File: src/rtl/trng_reader.sv
// trng_reader: pulls bytes from an entropy source, runs RCT/APT health tests
// and buffers accepted bytes in a small FIFO; any failure latches an alarm.
module trng_reader #(
  parameter int WIDTH      = 8,
  parameter int DEPTH      = 4,
  parameter int RCT_CUTOFF = 4,
  parameter int APT_WINDOW = 64,
  parameter int APT_CUTOFF = 20,
  parameter int WARMUP_N   = 4
) (
  input  logic                     i_clk,
  input  logic                     i_reset,
  input  logic [WIDTH-1:0]         i_src_dat,
  input  logic                     i_src_valid,
  output logic                     o_src_read,
  output logic [WIDTH-1:0]         o_dat,
  output logic                     o_valid,
  input  logic                     i_ready,
  input  logic                     i_alarm_clr,
  output logic                     o_alarm,
  output logic [$clog2(DEPTH):0]   o_level
);
  localparam int AW = $clog2(DEPTH);
  localparam int RW = $clog2(RCT_CUTOFF + 1);
  localparam int MW = $clog2(APT_CUTOFF + 1);
  localparam int WW = $clog2(APT_WINDOW + 1);
  localparam int UW = $clog2(WARMUP_N + 1);
  localparam logic [AW:0] FULL = (AW+1)'(DEPTH);

  typedef enum logic [1:0] {WARMUP, RUN, ALARM} state_t;
  state_t state, state_nxt;

  logic [WIDTH-1:0] prev, ref_b;
  logic [RW-1:0]    rep_cnt, rep_nxt;
  logic [MW-1:0]    match_cnt, match_nxt;
  logic [WW-1:0]    win_cnt, win_nxt;
  logic [UW-1:0]    warm_cnt;
  logic             new_win, fail, clr, push, pop;
  logic [WIDTH-1:0] mem [DEPTH];
  logic [AW-1:0]    wr_ptr, rd_ptr;

  assign o_src_read = i_src_valid & (state == WARMUP | (state == RUN & o_level < FULL));
  assign o_alarm    = state == ALARM;
  assign o_valid    = o_level != '0;
  assign o_dat      = mem[rd_ptr];
  assign clr        = o_alarm & i_alarm_clr;
  assign pop        = o_valid & i_ready;
  assign push       = o_src_read & ~fail & state == RUN;

  // Zero counters mean "no history": first byte after reset/clear starts fresh
  assign new_win   = win_cnt == '0 | win_cnt == WW'(APT_WINDOW);
  assign rep_nxt   = (rep_cnt != '0 && i_src_dat == prev) ? rep_cnt + 1'b1 : RW'(1);
  assign win_nxt   = new_win ? WW'(1) : win_cnt + 1'b1;
  assign match_nxt = new_win ? MW'(1) : match_cnt + MW'(i_src_dat == ref_b);
  assign fail      = o_src_read & (rep_nxt >= RW'(RCT_CUTOFF) | match_nxt >= MW'(APT_CUTOFF));

  always_comb begin
    state_nxt = fail ? ALARM :
                clr ? WARMUP :
                (state == WARMUP & o_src_read & warm_cnt == UW'(WARMUP_N - 1)) ? RUN : state;
  end

  always_ff @(posedge i_clk) begin
    if (i_reset) state <= WARMUP;
    else state <= state_nxt;
  end

  always_ff @(posedge i_clk) begin
    if (i_reset | clr) begin
      rep_cnt   <= '0;
      match_cnt <= '0;
      win_cnt   <= '0;
      warm_cnt  <= '0;
    end else if (o_src_read) begin
      rep_cnt   <= rep_nxt;
      match_cnt <= match_nxt;
      win_cnt   <= win_nxt;
      prev      <= i_src_dat;
      if (new_win) ref_b <= i_src_dat;
      if (state == WARMUP) warm_cnt <= warm_cnt + 1'b1;
    end
  end

  always_ff @(posedge i_clk) begin
    if (push) mem[wr_ptr] <= i_src_dat;
  end

  always_ff @(posedge i_clk) begin
    if (i_reset | fail) begin
      wr_ptr  <= '0;
      rd_ptr  <= '0;
      o_level <= '0;
    end else begin
      if (push) wr_ptr <= wr_ptr + 1'b1;
      if (pop) rd_ptr <= rd_ptr + 1'b1;
      o_level <= o_level + (AW+1)'(push) - (AW+1)'(pop);
    end
  end
endmodule

File: config.mk
export PLATFORM = sky130hd
export DESIGN_NAME = trng_reader
export DESIGN_NICKNAME = d
export VERILOG_FILES = /design/src/rtl/trng_reader.sv
export SDC_FILE = /design/constraint.sdc
export NUM_CORES = 1
export LEC_CHECK = 0
export BUFFER_PORTS_ARGS = -buffer_cell sky130_fd_sc_hd__buf_4
export CORE_MARGIN = 2
export CORE_UTILIZATION = 53
export DETAILED_ROUTE_END_ITERATION = 12
export GPL_ROUTABILITY_DRIVEN = 0
export GPL_TIMING_DRIVEN = 1
export PLACE_DENSITY = 0.83
export SYNTH_ARGS = -nofsm -noshare
export SYNTH_HDL_FRONTEND = slang
export SYNTH_SLANG_ARGS = --single-unit
File: constraint.sdc
create_clock -name i_clk -period 2.9 [get_ports i_clk]
set_input_delay 0.29 -clock i_clk [delete_from_list [all_inputs] [get_ports i_clk]]
set_output_delay 0.29 -clock i_clk [all_outputs]
set_load 0.005 [all_outputs]
; Word-level counts from Yosys, hierarchy flattened
; Memory sizes are Yosys's and may differ from the RTL's. A register that Yosys moved wholly into a read port is not among the register bits.
; Index checks and enable logic that the tools add are counted.
[word_totals]
register_bits = 43
mem_bits_rw = 32
memories = 1
inputBits = 13
[mem_list]
columns = memory, depth, width, rd, rd_ports_with_merged_regs, write_ports, line_no
row1 = mem, 4, 8, 1, 1, 1, 39  ; logic [WIDTH-1:0] mem [DEPTH];
[classes]
muxes = 10
magnitude_cmp = 3
eq_ne = 6
bitwise = 16
reduce_logical = 10
addsub = 8
[ops]
columns = op, n
row1 = $eq A8 B8 Y1, 2
row2 = $mux W2, 5
row3 = $and A1 B1 Y1, 9
row4 = $reduce_bool A3 Y1, 3
row5 = $add A7 B1 Y7 const B, 1
row6 = $eq A7 B7 Y1 const B, 1
row7 = $logic_not A7 Y1, 1
row8 = $mux W7, 1
row9 = $add A3 B1 Y3 const B, 2
row10 = $add A5 B1 Y5, 1
row11 = $ge A5 B5 Y1 const B, 1
row12 = $mux W5, 1
row13 = $or A1 B1 Y1, 5
row14 = $add A2 B1 Y2 const B, 2
row15 = $reduce_and A2 Y1, 2
row16 = $add A3 B1 Y3, 1
row17 = $eq A3 B2 Y1 const B, 1
row18 = $ge A3 B3 Y1 const B, 1
row19 = $lt A3 B3 Y1 const B, 1
row20 = $mux W3, 1
row21 = $reduce_and A3 Y1, 1
row22 = $reduce_or A3 Y1, 1
row23 = $sub A3 B1 Y3, 1
row24 = $eq A2 B1 Y1 const B, 1
row25 = 5 further kinds, 7

; Logic depth before layout (Yosys ltp)
; Gate-level depths: netlist (run 1).
[logic_depth]
depth_word = 11
mapped_depth = 17
depth_no_buf = 17

; Worst setup path after synthesis (run 1)
; OpenSTA, ideal clock, no wires.
[synth_path]
path_type = register to register
start = register ref_b[6]
end = register o_level[2]
stages_incl_launch_ff = 18
path_slack_ps = -212
t_arrival_ps = 2989
setup_time_ps = 123
synth_period_minus_slack_ps = 3112
path_cell_list = edfxtp_1 > xnor2_1 > nand4_1 > nor2_1 > ha_1 > ha_1 > o31ai_1 > a31oi_1 > o21ai_0 > o211ai_4 > ha_1 > inv_1 > ha_1 > inv_1 > fa_1 > xor2_1 > xnor2_1 > nor3_1
[synth_via]
elab_chain_len = 11
[synth_rtl]
columns = element, line_no
row1 = start: declaration, 33  ; logic [WIDTH-1:0] prev, ref_b;
row2 = start signal: assignment, 79  ; if (new_win) ref_b <= i_src_dat;
row3 = $eq A8 B8 Y1 (*), 54  ; assign match_nxt = new_win ? MW'(1) : match_cnt + MW'(i_src_dat == ref_b);
row4 = $add A5 B1 Y5 (*), 54
row5 = $mux W5 (*), 54
row6 = $ge A5 B5 Y1 (*), 55  ; assign fail = o_src_read & (rep_nxt >= RW'(RCT_CUTOFF) | match_nxt >= MW'(APT_CUTOFF));
row7 = $or A1 B1 Y1 (*), 55
row8 = $and A1 B1 Y1 (*), 55
row9 = $not A1 Y1, 48  ; assign push = o_src_read & ~fail & state == RUN;
row10 = $and A1 B1 Y1 (2 in series), 48
row11 = $add A3 B1 Y3, 96  ; o_level <= o_level + (AW+1)'(push) - (AW+1)'(pop);
row12 = $sub A3 B1 Y3, 96
row13 = end signal: assignment, 96
row14 = end: declaration, 21  ; output logic [$clog2(DEPTH):0] o_level
; Every way passes the cells marked *; elsewhere a longest branch is shown, timed or not.
; A chain may end at the register's enable or synchronous reset.

; Worst setup path after layout (run 1)
[layout_path]
start = register ref_b[2]
end = register o_level[2]
; Same word-level chain as after synthesis.

==> key figures, run 1 <==
Synth
  – Synth area leaders: edfxtp_1, dfxtp_1, mux4_2
  – Post-Syn Instances: 255
  – Syn avg cell area: 13.02 um^2
  – Syn Nets: roughly 280
  – Sequential share of the synthesized area: 0.6029
  – Yosys warns: 0
  – Synthesized cell area: 3321 um^2
  – Top cell type's share of synthesized area: 0.4341
  – Synth unique cells: 43
  – Largest area contributor in the netlist: edfxtp_1
  – Synth Register Bits: 76

Finish
  – Share of cells above drive strength 1: 0.2917
  – Post-layout util: 0.6750
  – Filler Cell Count: 404
  – Multi-input gate area: 1318 um^2
  – Most frequent cells in the layout: edfxtp_1, buf_4, dfxtp_1, nor2_1, nand2_1
  – Diodes inserted: 0
  – FF/Latch Area: 2002 um^2
  – Fin nets: 335
  – P&R area growth vs syn: 21.78%
  – Commonest non-fill, non-tap cell in the layout: edfxtp_1

Clocking
  – CTS tree: yes
  – Num CTS Buffers: 9
  – Clock Path Buffers: 2
  – Cts hold-fix bufs: 0
  – Clock root cell: clkbuf_8
  – Clock latency on the worst-skew pair: 0.35 ns
  – Sink Count: 76
  – # H-tree levels: 3
  – Clock-pin transition on the worst setup and hold timing paths: 0.08 ns

Pwr
  – Power share of the clock group: 0.343
  – Logic pwr share: 0.165
  – Total power: 2.597 mW
  – Switching power: 653.4 uW
  – Lkg Pwr: ~1.5 nW
  – P_int: 1.944 mW
  – Share of power burned in registers: 0.492
  – Pwr dens: roughly 640 nW/um^2
  – Peak VDD IR: 0.3838 mV
  – Sw Ratio: 0.2516

Critical path
  – Crit path max-delay cell type: edfxtp_1
  – Critical Path End Type: flop
  – Buf/Inv on CP: 2
  – FF-to-FF End: o_level[2]$_SDFF_PP0_
  – R2R cell count: 17
  – Largest stage delay, worst path: 0.43 ns
  – Crit-path most repeated cell: ha_2
  – Crit-path cells: xnor2_2 -> nand4_1 -> nor2_2 -> ha_2 -> ha_4 -> nand3_4 -> a211oi_4 -> o21ai_2 -> o211ai_4 -> ha_1 -> inv_1 -> ha_2 -> inv_2 -> fa_2 -> xor2_1 -> xnor2_1 -> nor3_1
  – CP Max Fanout: 4
  – CP required: between 3 and 4 ns
  – FF-to-FF Start: ref_b[2]$_DFFE_PP_
  – Startpoint Class: flop
  – Crit path DAT: 3.41 ns
  – R2R Setup Slk: -0.29 ns
  – Setup CP Type: flop to flop
  – Top cell family by delay on the critical path: adder cells

Drt
  – Met1 wire length: 2.723 mm
  – Routed wl met2: 3.098 mm
  – Top layer in use: met4
  – WL met3: roughly 210 um
  – Antenna Violating Nets Remaining: 0
  – Via-to-Cell Ratio: 5.398
  – Final WL: slightly above 6 mm
  – Vias: 2089
  – Pre-Repair DR Iteration Count: 4
  – # DRC: 0
  – DR WL/cell: 15.91 um
  – Iter 0 DRT Violations: 119

Job
  – Max_cap viols: 0

GRT
  – Vias in the first global route: 2092
  – Gr usage total: 0.1830
  – GRT overflow: 0
  – Largest net degree at the start of global routing: 19
  – Global-route wire length before repair: 9.929 mm
  – Initial antenna violation count: 0

Outcome
  – Failing checks: setup timing
  – Outcome: complete, but fails checks

Timing
  – RSZ-0062 raised after global routing: true
  – Final Skew: 0.01441 ns
  – Period minus WS final: approximately 3.2 ns
  – Max-slew violation count: 0
  – Final setup margin: -0.2872 ns
  – Worst slew margin: 0.5500
  – Fin. Hold Viols: 0
  – Tcrit/Tclk final: 1.099
  – Max Freq: 0.3138 GHz
  – Worst Max-Slew Pin Slew: 0.6726 ns
  – Final setup viols: 2

Die
  – Total I/O pin count: 27
  – Row count: 28
  – Core ar.: 5991 um^2
  – Die Ht: 83.16 um
  – Starting density of the core: 0.5543
  – Die area: 6915 um^2
  – Die Wd: 83.16 um

Min path
  – Min-delay src: i_reset
  – Worst hold path type: primary input to flop
  – Hold Crit Depth: 2
  – Hold EP: o_level[1]$_SDFF_PP0_

Placed design
  – Number of buffers added on ports: 26
  – DP Wirelength: 4.177 mm
[Yosys cell counts (all sizes together)]
cell / instances
a211oi: 3
edfxtp: 48
nand3: 4
or3: 1
fa: 1
nand2b: 1
a2bb2oi: 1
inv: 17
nand4: 4
mux4: 8
ha: 14
nand2: 17
and2: 2
mux2i: 2
nor2: 22
nor2b: 4
o2111ai: 2
a21o: 2
o211ai: 2
o21ai: 5
o31a: 1
buf: 3
and3: 3
clkbuf: 2
o31ai: 1
o21a: 1
a31oi: 2
nand3b: 3
nor4: 3
xor2: 14
xnor2: 12
a21oi: 10
dfxtp: 28
nor3: 10
nor3b: 2
[repair_timing]
item                                   4_1_cts  5_1_grt
gates resized for setup                      0       10
setup buffers                                0        1
cloned                                       0        0
pin swaps                                    0        1
endpoints found under the hold margin        0        0
setup endpoints to repair                    2        2
[per-stage QoR]
stage	TNS (ns)	cell area [um^2]	setup WS, ns	hold WS [ns]	cells
2_1_floorplan	0	3352	0.006071	0.3661	255
3_3_place_gp	-0.1202	3762	-0.1202	0.4691	370
3_5_place_dp	-0.2403	3762	-0.2004	0.4759	370
4_1_cts	-0.2338	3984	-0.2024	0.1461	386
5_1_grt	-0.5859	4044	-0.4118	0.1639	387
6_report	-0.3434	4044	-0.2872	0.1575	387
[flip-flops by register name, summed over array words and instances, names as in the netlist, named ones only]
signal and cells:
match_cnt 5, mem 32, o_level 3, prev 8
rd_ptr 2, ref_b 8, rep_cnt 3, state 2
warm_cnt 3, win_cnt 6, wr_ptr 2
[logic make-up after synthesis]
logic type,share of synthesized area
buf+inv,0.02562
xor+xnor,0.06858
mux,0.06029
compound gates,0.06519
flops,0.6029
simple gates,0.1187
fa+ha+maj,0.05878
[area by class of cell]
type                       instances  share of cell area
inverter                          17             0.01578
clock buffer                       9             0.03063
clock inverter                     7             0.02413
timing repair buffer              46             0.08540
tap                               75             0.02321
sequential                        76              0.4950
multi-input combinational        157              0.3258
[worst max path at each step]
stage / end / cells after the start / from / slack (ns)
6_report: o_level[2]$_SDFF_PP0_ / 17 / ref_b[2]$_DFFE_PP_ / -0.29
3_3_place_gp: o_level[2]$_SDFF_PP0_ / 18 / i_src_dat[0] / -0.12
4_1_cts: o_level[2]$_SDFF_PP0_ / 17 / ref_b[0]$_DFFE_PP_ / -0.20
2_1_floorplan: o_level[2]$_SDFF_PP0_ / 17 / ref_b[5]$_DFFE_PP_ / 0.006
5_1_grt: o_level[2]$_SDFF_PP0_ / 17 / ref_b[2]$_DFFE_PP_ / -0.41
3_5_place_dp: o_level[2]$_SDFF_PP0_ / 18 / i_src_dat[0] / -0.20
[power groups by stage]
stage	Combinational (mW)	Sequential [mW]	Clock, mW
after floorplan	0.279	1.26	0
after global placement	0.400	1.30	0
after detailed placement	0.416	1.30	0
after CTS	0.421	1.28	0.903
after global routing	0.468	1.29	0.951
final	0.429	1.28	0.891
[layer usage]
| layer | vias to the layer above | track usage |
|---|---|---|
| met4 | 0 | 0.08346 |
| met1 | 1014 | 0.2233 |
| met3 | 11 | 0.04076 |
| met5 | - | 0 |
| li1 | 1020 | - |
| met2 | 44 | 0.3101 |
Power figures use the tool's default switching activity.
==> inputs of run 2 (changes only) <==
Settings changed: CORE_ASPECT_RATIO set to 0.8, SLEW_MARGIN set to 15.
==> key figures, run 2 (synthesized netlist as in run 1, its figures left out) <==
Outcome
  – Outcome: complete, but fails checks (unchanged)
  – Failing checks: setup timing (unchanged)

Pwr
  – P_int: 1.912 mW (was 1.944 mW)
  – Peak VDD IR: 0.3001 mV (was 0.3838 mV)
  – Share of power burned in registers: 0.497 (was 0.492)
  – Pwr dens: 641.0 nW/um^2 (was 642.3 nW/um^2)
  – Sw Ratio: 0.2602 (was 0.2516)
  – Power share of the clock group: 0.330 (was 0.343)
  – Logic pwr share: 0.173 (was 0.165)
  – Lkg Pwr: 1.483 nW (was 1.487 nW)
  – Switching power: 672.6 uW (was 653.4 uW)

Critical path
  – Worst Setup SP: ref_b[2]$_DFFE_PP_ (unchanged)
  – Critical Path End Type: flop (unchanged)
  – R2R Setup Slk: -0.27 ns (was -0.29 ns)
  – Setup CP Type: flop to flop (unchanged)
  – Startpoint Class: flop (unchanged)
  – CP required: 3.14 ns (was 3.12 ns)
  – FF-to-FF End: o_level[2]$_SDFF_PP0_ (unchanged)
  – R2R cell count: 17 (unchanged)
  – Largest stage delay, worst path: 0.42 ns (was 0.43 ns)
  – FF-to-FF Start: ref_b[2]$_DFFE_PP_ (unchanged)
  – CP Max Fanout: 4 (unchanged)
  – Crit-path cells: xnor2_1 -> nand4_1 -> nor2_1 -> ha_2 -> ha_4 -> o31ai_2 -> a31oi_2 -> o21ai_2 -> o211ai_4 -> ha_1 -> inv_1 -> ha_1 -> inv_1 -> fa_2 -> xor2_2 -> xnor2_1 -> nor3_2 (was xnor2_2 -> nand4_1 -> nor2_2 -> ha_2 -> ha_4 -> nand3_4 -> a211oi_4 -> o21ai_2 -> o211ai_4 -> ha_1 -> inv_1 -> ha_2 -> inv_2 -> fa_2 -> xor2_1 -> xnor2_1 -> nor3_1)
  – Crit path max-delay cell type: edfxtp_1 (unchanged)
  – Crit path DAT: 3.41 ns (about the same)
  – Setup crit end: o_level[2]$_SDFF_PP0_ (unchanged)

Die
  – Die Ht: 74.80 um (was 83.16 um)
  – Die area: 6919 um^2 (was 6915 um^2)
  – Row count: 25 (was 28)
  – Total I/O pin count: 27 (unchanged)
  – Die Wd: 92.50 um (was 83.16 um)
  – Starting density of the core: 0.5558 (was 0.5543)
  – Core ar.: 5974 um^2 (was 5991 um^2)

GRT
  – Grt met2 use: 0.3942 (was 0.3101)
  – Largest net degree at the start of global routing: 18 (was 19)
  – Gr usage total: 0.2173 (was 0.1830)
  – Global-route wire length before repair: 10.82 mm (was 9.929 mm)
  – GRT overflow: 0 (unchanged)
  – Met1 Usage GRT: 0.2515 (was 0.2233)
  – GR peak layer: met2 (unchanged)
  – Initial antenna violation count: 0 (unchanged)
  – GR met3 Demand/Resource: 0.06607 (was 0.04076)
  – Vias in the first global route: 2087 (was 2092)

Finish
  – Share of cells above drive strength 1: 0.2821 (was 0.2917)
  – Filler Cell Count: 398 (was 404)
  – Commonest non-fill, non-tap cell in the layout: edfxtp_1 (unchanged)
  – Fin nets: 335 (unchanged)
  – Diodes inserted: 0 (unchanged)
  – Count of non-filler cells in the finished layout: 393 (was 387)
  – Max reg flops: 32 (unchanged)
  – P&R area growth vs syn: 21.44% (was 21.78%)
  – Most frequent cells in the layout: edfxtp_1, buf_4, dfxtp_1, nor2_1, nand2_1 (unchanged)
  – Regs by FF count: mem x32, prev x8, ref_b x8 (unchanged)
  – Reg with most FFs: mem (unchanged)

Timing
  – Worst slew margin: 0.4977 (was 0.5500)
  – Final setup viols: 2 (unchanged)
  – Period minus WS final: 3.168 ns (was 3.187 ns)
  – Fin. Hold Viols: 0 (unchanged)
  – Hold_ws: 0.1622 ns (was 0.1575 ns)
  – Final setup margin: -0.2685 ns (was -0.2872 ns)
  – TNS Setup: -0.3971 ns (was -0.3434 ns)
  – Tcrit/Tclk final: 1.093 (was 1.099)
  – RSZ-0062 raised after global routing: true (unchanged)
  – Final Skew: 0.008550 ns (was 0.01441 ns)
  – Worst Max-Slew Pin Slew: 0.7507 ns (was 0.6726 ns)
  – Max-slew violation count: 0 (unchanged)
  – Max Freq: 0.3156 GHz (was 0.3138 GHz)

Drt
  – Via-to-Cell Ratio: 5.606 (was 5.398)
  – Final WL: 7.158 mm (was 6.157 mm)
  – Vias: 2203 (was 2089)
  – Antenna Violating Nets Remaining: 0 (unchanged)
  – DR WL/cell: 18.21 um (was 15.91 um)
  – Iter 0 DRT Violations: 183 (was 119)
  – Pre-Repair DR Iteration Count: 4 (unchanged)
  – # DRC: 0 (unchanged)

Clocking
  – Clock root cell: clkbuf_8 (unchanged)
  – CTS tree: yes (unchanged)
  – Clock Path Buffers: 2 (unchanged)
  – # H-tree levels: 3 (unchanged)
  – Sink Count: 76 (unchanged)
  – Cts hold-fix bufs: 0 (unchanged)
  – Clock-pin transition on the worst setup and hold timing paths: 0.08 ns (about the same)
  – Num CTS Buffers: 9 (unchanged)
  – Clock latency on the worst-skew pair: 0.35 ns (about the same)

Placed design
  – Number of buffers added on ports: 26 (unchanged)
  – DP Wirelength: 4.887 mm (was 4.177 mm)
  – Placed cells: 376 (was 370)

Min path
  – Worst hold path type: primary input to flop (unchanged)
  – Min-delay src: i_reset (unchanged)

Job
  – Max_cap viols: 0 (unchanged)
-- run 2: changes by cell type in the layout (fill, tap and decap cells not counted), sizes merged --
cell / previous run / this run
bufinv: 2 / 1
clkbuf: 9 / 10
-- run 2: timing repair --
item,4_1_cts,5_1_grt
buffers inserted,0,1
setup endpoints to repair,2,2
gates resized for setup,0,6
pin swaps,0,3
gates cloned,0,0
-- run 2: routing by layer --
metal	up-vias	wire length, um
li1	1021	-
met1	1091	2899
met2	70	3605
met3	21	408
met4	0	244
met5	-	0
-- run 2: cell type report --
| type | count | area, um^2 | area share |
|---|---|---|---|
| Clock inverter | 6 | 67.56 | 0.01675 |
| Timing Repair Buffer | 46 | 345.3 | 0.08563 |
| Inverter | 17 | 63.81 | 0.01582 |
| Tap cell | 81 | 101.3 | 0.02513 |
| Multi-Input combinational cell | 157 | 1304 | 0.3233 |
| Clock buffer | 10 | 148.9 | 0.03692 |
| Sequential cell | 76 | 2002 | 0.4964 |
-- run 2: stage by stage --
step | cell area [um^2] | util | power [mW] | worst slack (ns)
after CTS | 3986 | 0.6672 | 2.576 | -0.2601
after global routing | 4033 | 0.6750 | 2.680 | -0.4812
final | 4033 | 0.6750 | 2.585 | -0.2685
after floorplan | 3352 | - | 1.537 | 0.006071
after global placement | 3770 | 0.6310 | 1.701 | -0.1251
after detailed placement | 3770 | 0.6310 | 1.728 | -0.2565
-- run 2: how the worst min path moves through the flow --
stage	endpoint	slack, ns	depth (start not counted)
4_1_cts	o_level[0]$_SDFF_PP0_	0.14	2
3_3_place_gp	rep_cnt[2]$_SDFFE_PP0P_	0.47	2
6_report	o_level[2]$_SDFF_PP0_	0.16	2
3_5_place_dp	rep_cnt[2]$_SDFFE_PP0P_	0.47	2
5_1_grt	o_level[0]$_SDFF_PP0_	0.16	2
2_1_floorplan	o_level[0]$_SDFF_PP0_	0.37	1
-- run 2: worst max-delay path, delay by kind of cell, from the launching register on --
| family | cells | cell delay [ns] |
|---|---|---|
| XOR/XNOR | 3 | 0.49 |
| buffers and inverters | 2 | 0.11 |
| AND/OR/NAND/NOR | 3 | 0.23 |
| flip-flops | 1 | 0.42 |
| adder cells (fa/ha/maj) | 5 | 1.16 |
| AO/OA/AOI/OAI | 4 | 0.63 |
-- run 2: power by group through the flow --
stage | combinational (mW) | clock, mW | sequential, mW
after global placement | 0.400 | 0 | 1.30
after detailed placement | 0.423 | 0 | 1.30
final | 0.446 | 0.853 | 1.29
after CTS | 0.431 | 0.865 | 1.28
after floorplan | 0.279 | 0 | 1.26
after global routing | 0.483 | 0.901 | 1.30
